[config.mk]
export PLATFORM = sky130hd
export DESIGN_NAME = approx_err_monitor
export DESIGN_NICKNAME = d
export VERILOG_FILES = /design/src/rtl/approx_eval_pkg.sv /design/src/rtl/approx_err_stage.sv /design/src/rtl/approx_err_monitor.sv
export SDC_FILE = /design/constraint.sdc
export NUM_CORES = 1
export LEC_CHECK = 0
export CAP_MARGIN = 20
export CORE_MARGIN = 4
export CORE_UTILIZATION = 55
export CTS_CLUSTER_DIAMETER = 50
export DETAILED_ROUTE_END_ITERATION = 8
export PLACE_DENSITY = 0.81
export SYNTH_ARGS = -nofsm -noshare
export SYNTH_HDL_FRONTEND = slang
export SYNTH_HIERARCHICAL = 1
export SYNTH_SLANG_ARGS = --single-unit
[constraint.sdc]
create_clock -name clk -period 6.1 [get_ports clk]
set_clock_uncertainty 0.2 [all_clocks]
set_input_delay 1.22 -clock clk [delete_from_list [all_inputs] [get_ports clk]]
set_output_delay 1.22 -clock clk [all_outputs]
set_load 0.005 [all_outputs]
[src/rtl/approx_eval_pkg.sv]
// Shared types, defaults and helpers for the approximate-adder error monitor.
package approx_eval_pkg;

    localparam int unsigned DEF_WIDTH     = 8;
    localparam int unsigned DEF_FRAME_LEN = 10;

    // Working width of abs_diff; callers zero-extend in and truncate out.
    localparam int unsigned DIFF_W = 64;

    typedef enum logic [1:0] {
        S_IDLE  = 2'd0,
        S_RUN   = 2'd1,
        S_DRAIN = 2'd2,
        S_DONE  = 2'd3
    } state_t;

    // Unsigned absolute difference |x - y|.
    function automatic logic [DIFF_W-1:0] abs_diff(input logic [DIFF_W-1:0] x,
                                                   input logic [DIFF_W-1:0] y);
        return (x >= y) ? (x - y) : (y - x);
    endfunction

endpackage

[src/rtl/approx_err_stage.sv]
// Stage-1 register: exact sum and absolute error of one accepted sample.
module approx_err_stage
    import approx_eval_pkg::*;
#(
    parameter int unsigned WIDTH = DEF_WIDTH,
    parameter int unsigned OUT_W = WIDTH + 1
) (
    input  logic             clk,
    input  logic             rst_n,
    input  logic             accept,
    input  logic [WIDTH-1:0] a,
    input  logic [WIDTH-1:0] b,
    input  logic [OUT_W-1:0] o_approx,
    output logic             v1,
    output logic [OUT_W-1:0] abs_err
);

    logic [OUT_W-1:0] exact_c;

    assign exact_c = OUT_W'(a) + OUT_W'(b);

    // Capture the error of each accepted sample; v1 flags it for stage 2.
    always_ff @(posedge clk or negedge rst_n) begin
        if (!rst_n) begin
            v1      <= 1'b0;
            abs_err <= '0;
        end else begin
            v1 <= accept;
            if (accept) begin
                abs_err <= OUT_W'(abs_diff(DIFF_W'(o_approx), DIFF_W'(exact_c)));
            end
        end
    end

endmodule

[src/rtl/approx_err_monitor.sv]
// Frame-based error monitor for an approximate adder: counts FRAME_LEN
// accepted samples and accumulates error count, sum and max of |error|.
module approx_err_monitor
    import approx_eval_pkg::*;
#(
    parameter int unsigned WIDTH     = DEF_WIDTH,
    parameter int unsigned OUT_W     = WIDTH + 1,
    parameter int unsigned FRAME_LEN = DEF_FRAME_LEN,
    parameter int unsigned CNT_W     = $clog2(FRAME_LEN + 1),
    parameter int unsigned ACC_W     = OUT_W + CNT_W
) (
    input  logic             clk,
    input  logic             rst_n,
    input  logic             start,
    input  logic             in_valid,
    output logic             in_ready,
    input  logic [WIDTH-1:0] a,
    input  logic [WIDTH-1:0] b,
    input  logic [OUT_W-1:0] o_approx,
    output logic             busy,
    output logic             done,
    output logic [CNT_W-1:0] err_count,
    output logic [ACC_W-1:0] sum_abs_err,
    output logic [OUT_W-1:0] max_abs_err
);

    localparam logic [CNT_W-1:0] LAST_IDX = CNT_W'(FRAME_LEN - 1);

    state_t           state;
    logic [CNT_W-1:0] sample_cnt;
    logic             accept_c;
    logic             v1;
    logic [OUT_W-1:0] abs_err;

    assign accept_c = in_valid && in_ready;

    approx_err_stage #(
        .WIDTH (WIDTH),
        .OUT_W (OUT_W)
    ) u_stage (
        .clk      (clk),
        .rst_n    (rst_n),
        .accept   (accept_c),
        .a        (a),
        .b        (b),
        .o_approx (o_approx),
        .v1       (v1),
        .abs_err  (abs_err)
    );

    // Frame control FSM with stage-2 accumulators; all outputs registered.
    always_ff @(posedge clk or negedge rst_n) begin
        if (!rst_n) begin
            state       <= S_IDLE;
            in_ready    <= 1'b0;
            busy        <= 1'b0;
            done        <= 1'b0;
            sample_cnt  <= '0;
            err_count   <= '0;
            sum_abs_err <= '0;
            max_abs_err <= '0;
        end else begin
            // Stage 2: fold the previous cycle's error into the frame totals.
            if (v1) begin
                err_count   <= err_count + CNT_W'(abs_err != '0);
                sum_abs_err <= sum_abs_err + ACC_W'(abs_err);
                if (abs_err > max_abs_err) begin
                    max_abs_err <= abs_err;
                end
            end

            case (state)
                S_IDLE, S_DONE: begin
                    if (start) begin
                        state       <= S_RUN;
                        in_ready    <= 1'b1;
                        busy        <= 1'b1;
                        done        <= 1'b0;
                        sample_cnt  <= '0;
                        err_count   <= '0;
                        sum_abs_err <= '0;
                        max_abs_err <= '0;
                    end
                end
                S_RUN: begin
                    if (accept_c) begin
                        sample_cnt <= sample_cnt + CNT_W'(1);
                        if (sample_cnt == LAST_IDX) begin
                            state    <= S_DRAIN;
                            in_ready <= 1'b0;
                        end
                    end
                end
                S_DRAIN: begin
                    // Last sample is in stage 1 while v1 is high; once it
                    // clears, stage 2 has absorbed it.
                    if (!v1) begin
                        state <= S_DONE;
                        busy  <= 1'b0;
                        done  <= 1'b1;
                    end
                end
                default: begin
                    state <= S_IDLE;
                end
            endcase
        end
    end

endmodule
==> impl_metrics.tcl <==
set metrics [dict create \
    yosysUniqueCellTypes 53 \
    period_share 0.852 \
    sw_frac_of_total 0.445 \
    grt_use_met2 0.373 \
    ys_ff_latch 45 \
    post_cts_buffers 0 \
    die_h_um 90.4 \
    fin_setup_tns_ps 0 \
    ios 58 \
    leakage_nw 2.03 \
    slew_headroom 0.342 \
    p_seq_frac 0.302 \
    crit_fanout 7 \
    maxSlewViolCount 0 \
    cts_root_buffer "clkbuf_8" \
    tightest_slew_ps 987 \
    grt_pass1_wl_um 13900 \
    yosysWarnings 6 \
    totalWireLength_um 8150 \
    grt_overflow 0 \
    worstSetupStartpointType "primary input" \
    p_per_area_nw_per_um2 399 \
    synth_top_family_by_area "adder cells" \
    setup.worst_path.end_class "flip-flop" \
    synth_area_leader_cell "dfrtp_1" \
    cts_buffer_depth 2 \
    rsz0062_at_grt "false" \
    synth_simple_gate_area_frac 0.169 \
    synth.yosys.seq_area_share 0.302 \
    grt_max_degree 46 \
    worstPathArrival_ps 5200 \
    cts_resized 0 \
    dieArea_um2 8170 \
    core_um2 6460 \
    die_w_um 90.4 \
    synth-xor-area-share 0.0563 \
    pwr-share-comb 0.578 \
    synthFlopType "dfrtp_1" \
    synth_edf_count 0 \
    synthAdderAreaFrac 0.189 \
    min_path_cells 2 \
    numCtsBuffers 5 \
    use_met3 0.0258 \
    hpwlAfterDp_um 6460 \
    maxCapViolations 0 \
    nFillCells 546 \
    start_util 0.578 \
    fin_crit_ps 5190 \
    first_iter_violations 98 \
    yosys-top-cells-area "dfrtp_1, ha_1, a21oi_1, inv_1, mux2i_1" \
    path_clk_slew_ps 90 \
    final_hold_viol_count 0 \
    clock_power_share 0.120 \
    intPower_mw 0.980 \
    grt_usage 0.201 \
    synthMuxAreaShare 0.0379 \
    num_antenna_cells 0 \
    netSwitchingPower_mw 0.785 \
    cts.sinks 45 \
    grt.busiest_layer "met2" \
    drive_above_1_share 0.0422 \
    num_vias 3185 \
    portBuffers 57 \
    r2r_cells 9 \
    synthCells 423 \
    ir_worst_vdd_uv 225 \
    synthesis.nets 506 \
    cp.required_ps 6100 \
    grt_util_met1 0.245 \
    antenna_found_initial 0 \
    fmax_mhz 193 \
    finish.instance_area_um2 4420 \
    setup_violations 0 \
    drc 0 \
    place_area_um2 4290 \
    rows 29 \
    hold_buffers 0 \
    viasPerCell 5.78 \
    wl_per_cell_um 14.8 \
    routabilityCongestion 0.867 \
    htree_levels 2 \
    first_pass_iters 6 \
    synth-async-reset-ratio 1.00 \
    avgSynthCellArea_um2 8.82 \
    yosysTopAreaCellShare 0.302 \
    layout.nets 556 \
    syn_to_final_growth_pct 18.6 \
    ant_nets 0 \
    crit_type "primary input to flip-flop" \
    netlist_area_um2 3730 \
    outcome "finished clean" \
    hp-class "flip-flop to flip-flop" \
    synth-compound-area-share 0.180 \
    cts_tree "done" \
    grt_pass1_vias 3170 \
    clk_latency_ps 300 \
]
## critical path, stage by stage
cell and delay [ps]:
clkdlybuf4s50_1 420, ha_1 310, a21o_1 170, a21oi_1 210, nor2b_1 70, o21a_1 180
o41ai_1 520, xnor2_1 150, ha_1 390, nand4_1 150, o21bai_1 110, or4_1 690
a311oi_2 340, o211ai_1 140, o311ai_1 110
## registers in the layout, indices dropped and copies added (netlist names)
name and cells:
state 2, sum_abs_err 13, err_count 4, done 1
in_ready 1, busy 1, u_stage/v1 1, sample_cnt 4
u_stage/abs_err 9, max_abs_err 9
## cell families after synthesis
family,count (synthesis)
multiplexers,14
buffers and inverters,53
adder cells (fa/ha/maj),54
XOR/XNOR,24
AND/OR/NAND/NOR,125
flip-flops,45
AO/OA/AOI/OAI,108
## power by group through the flow
stage	Combinational, mW	Sequential [mW]	Clock [mW]
final	1.02	0.532	0.212
after global routing	1.16	0.550	0.229
after CTS	1.02	0.534	0.217
after detailed placement	1.01	0.539	0
after global placement	0.971	0.533	0
after floorplan	0.767	0.489	0
## cell usage after synthesis (all sizes together), types with 3 or more instances
cell and number:
ha 50, dfrtp 45, inv 38, a21oi 37
nor2 33, o21ai 30, nand2 28, nand3 20
xor2 14, buf 13, mux2i 13, xnor2 10
a21o 9, nor2b 9, nand4 6, a211oi 5
a31oi 4, and2 4, fa 4, nand3b 4
nor3 4, o21a 4, a311oi 3, and3 3
nand2b 3, nor4 3, o211ai 3
## final timing paths
| kind | endpoint | start | slack [ps] |
|---|---|---|---|
| worst max-delay path | u_stage/abs_err[7]$_DFFE_PN0P_ | a[1] | 910 |
| worst min-delay path | state[1]$_DFFE_PN0P_ | state[1]$_DFFE_PN0P_ | 340 |
| worst max register to register | sum_abs_err[12]$_DFF_PN0_ | u_stage/abs_err[0]$_DFFE_PN0P_ | 3700 |
| worst min register to register | state[1]$_DFFE_PN0P_ | state[1]$_DFFE_PN0P_ | 340 |
| max in group asynchronous | err_count[0]$_DFF_PN0_ | rst_n | 4510 |
| min in group asynchronous | sum_abs_err[10]$_DFF_PN0_ | rst_n | 680 |
## per-stage QoR
stage | setup WS (ps) | instances | power [mW] | util | hold WS [ps]
after global routing | 608 | 551 | 1.93 | 0.685 | 386
after floorplan | 1500 | 423 | 1.26 | - | 275
final | 906 | 551 | 1.76 | 0.685 | 338
after detailed placement | 624 | 542 | 1.55 | 0.664 | 313
after global placement | 719 | 542 | 1.50 | 0.664 | 293
after CTS | 919 | 550 | 1.77 | 0.681 | 335
## routing by layer
layer  part of all wire  vias to the layer above
met5                  0                        -
met4              0.012                        0
met3              0.037                       12
met2               0.49                       74
met1               0.46                     1504
li1                   -                     1595
## final cells by class
| cell class | instances | area, um^2 | share of cell area |
|---|---|---|---|
| Clock buffer | 7 | 96.3 | 0.0218 |
| Clock inverter | 1 | 8.76 | 0.00198 |
| Inverter | 38 | 143 | 0.0322 |
| Multi-Input combinational cell | 325 | 2360 | 0.534 |
| Sequential cell | 45 | 1130 | 0.255 |
| Tap cell | 77 | 96.3 | 0.0218 |
| Timing Repair Buffer | 58 | 593 | 0.134 |
## placed cells by master (no fill, tap or decap), drive strengths merged, types with 4 or more instances in the layout
master and n:
nor2 33, xor2 14, o21ai 30, xnor2 10, fa 4, nor3 4
nand4 6, a211oi 5, o21a 4, a21o 9, clkbuf 7, a31oi 4
dfrtp 45, a21oi 37, ha 50, nand3b 4, and2 4, nand3 20
mux2i 13, nand2 28, inv 39, clkdlybuf4s50 56, nor2b 9
Power figures use the tool's default switching activity.
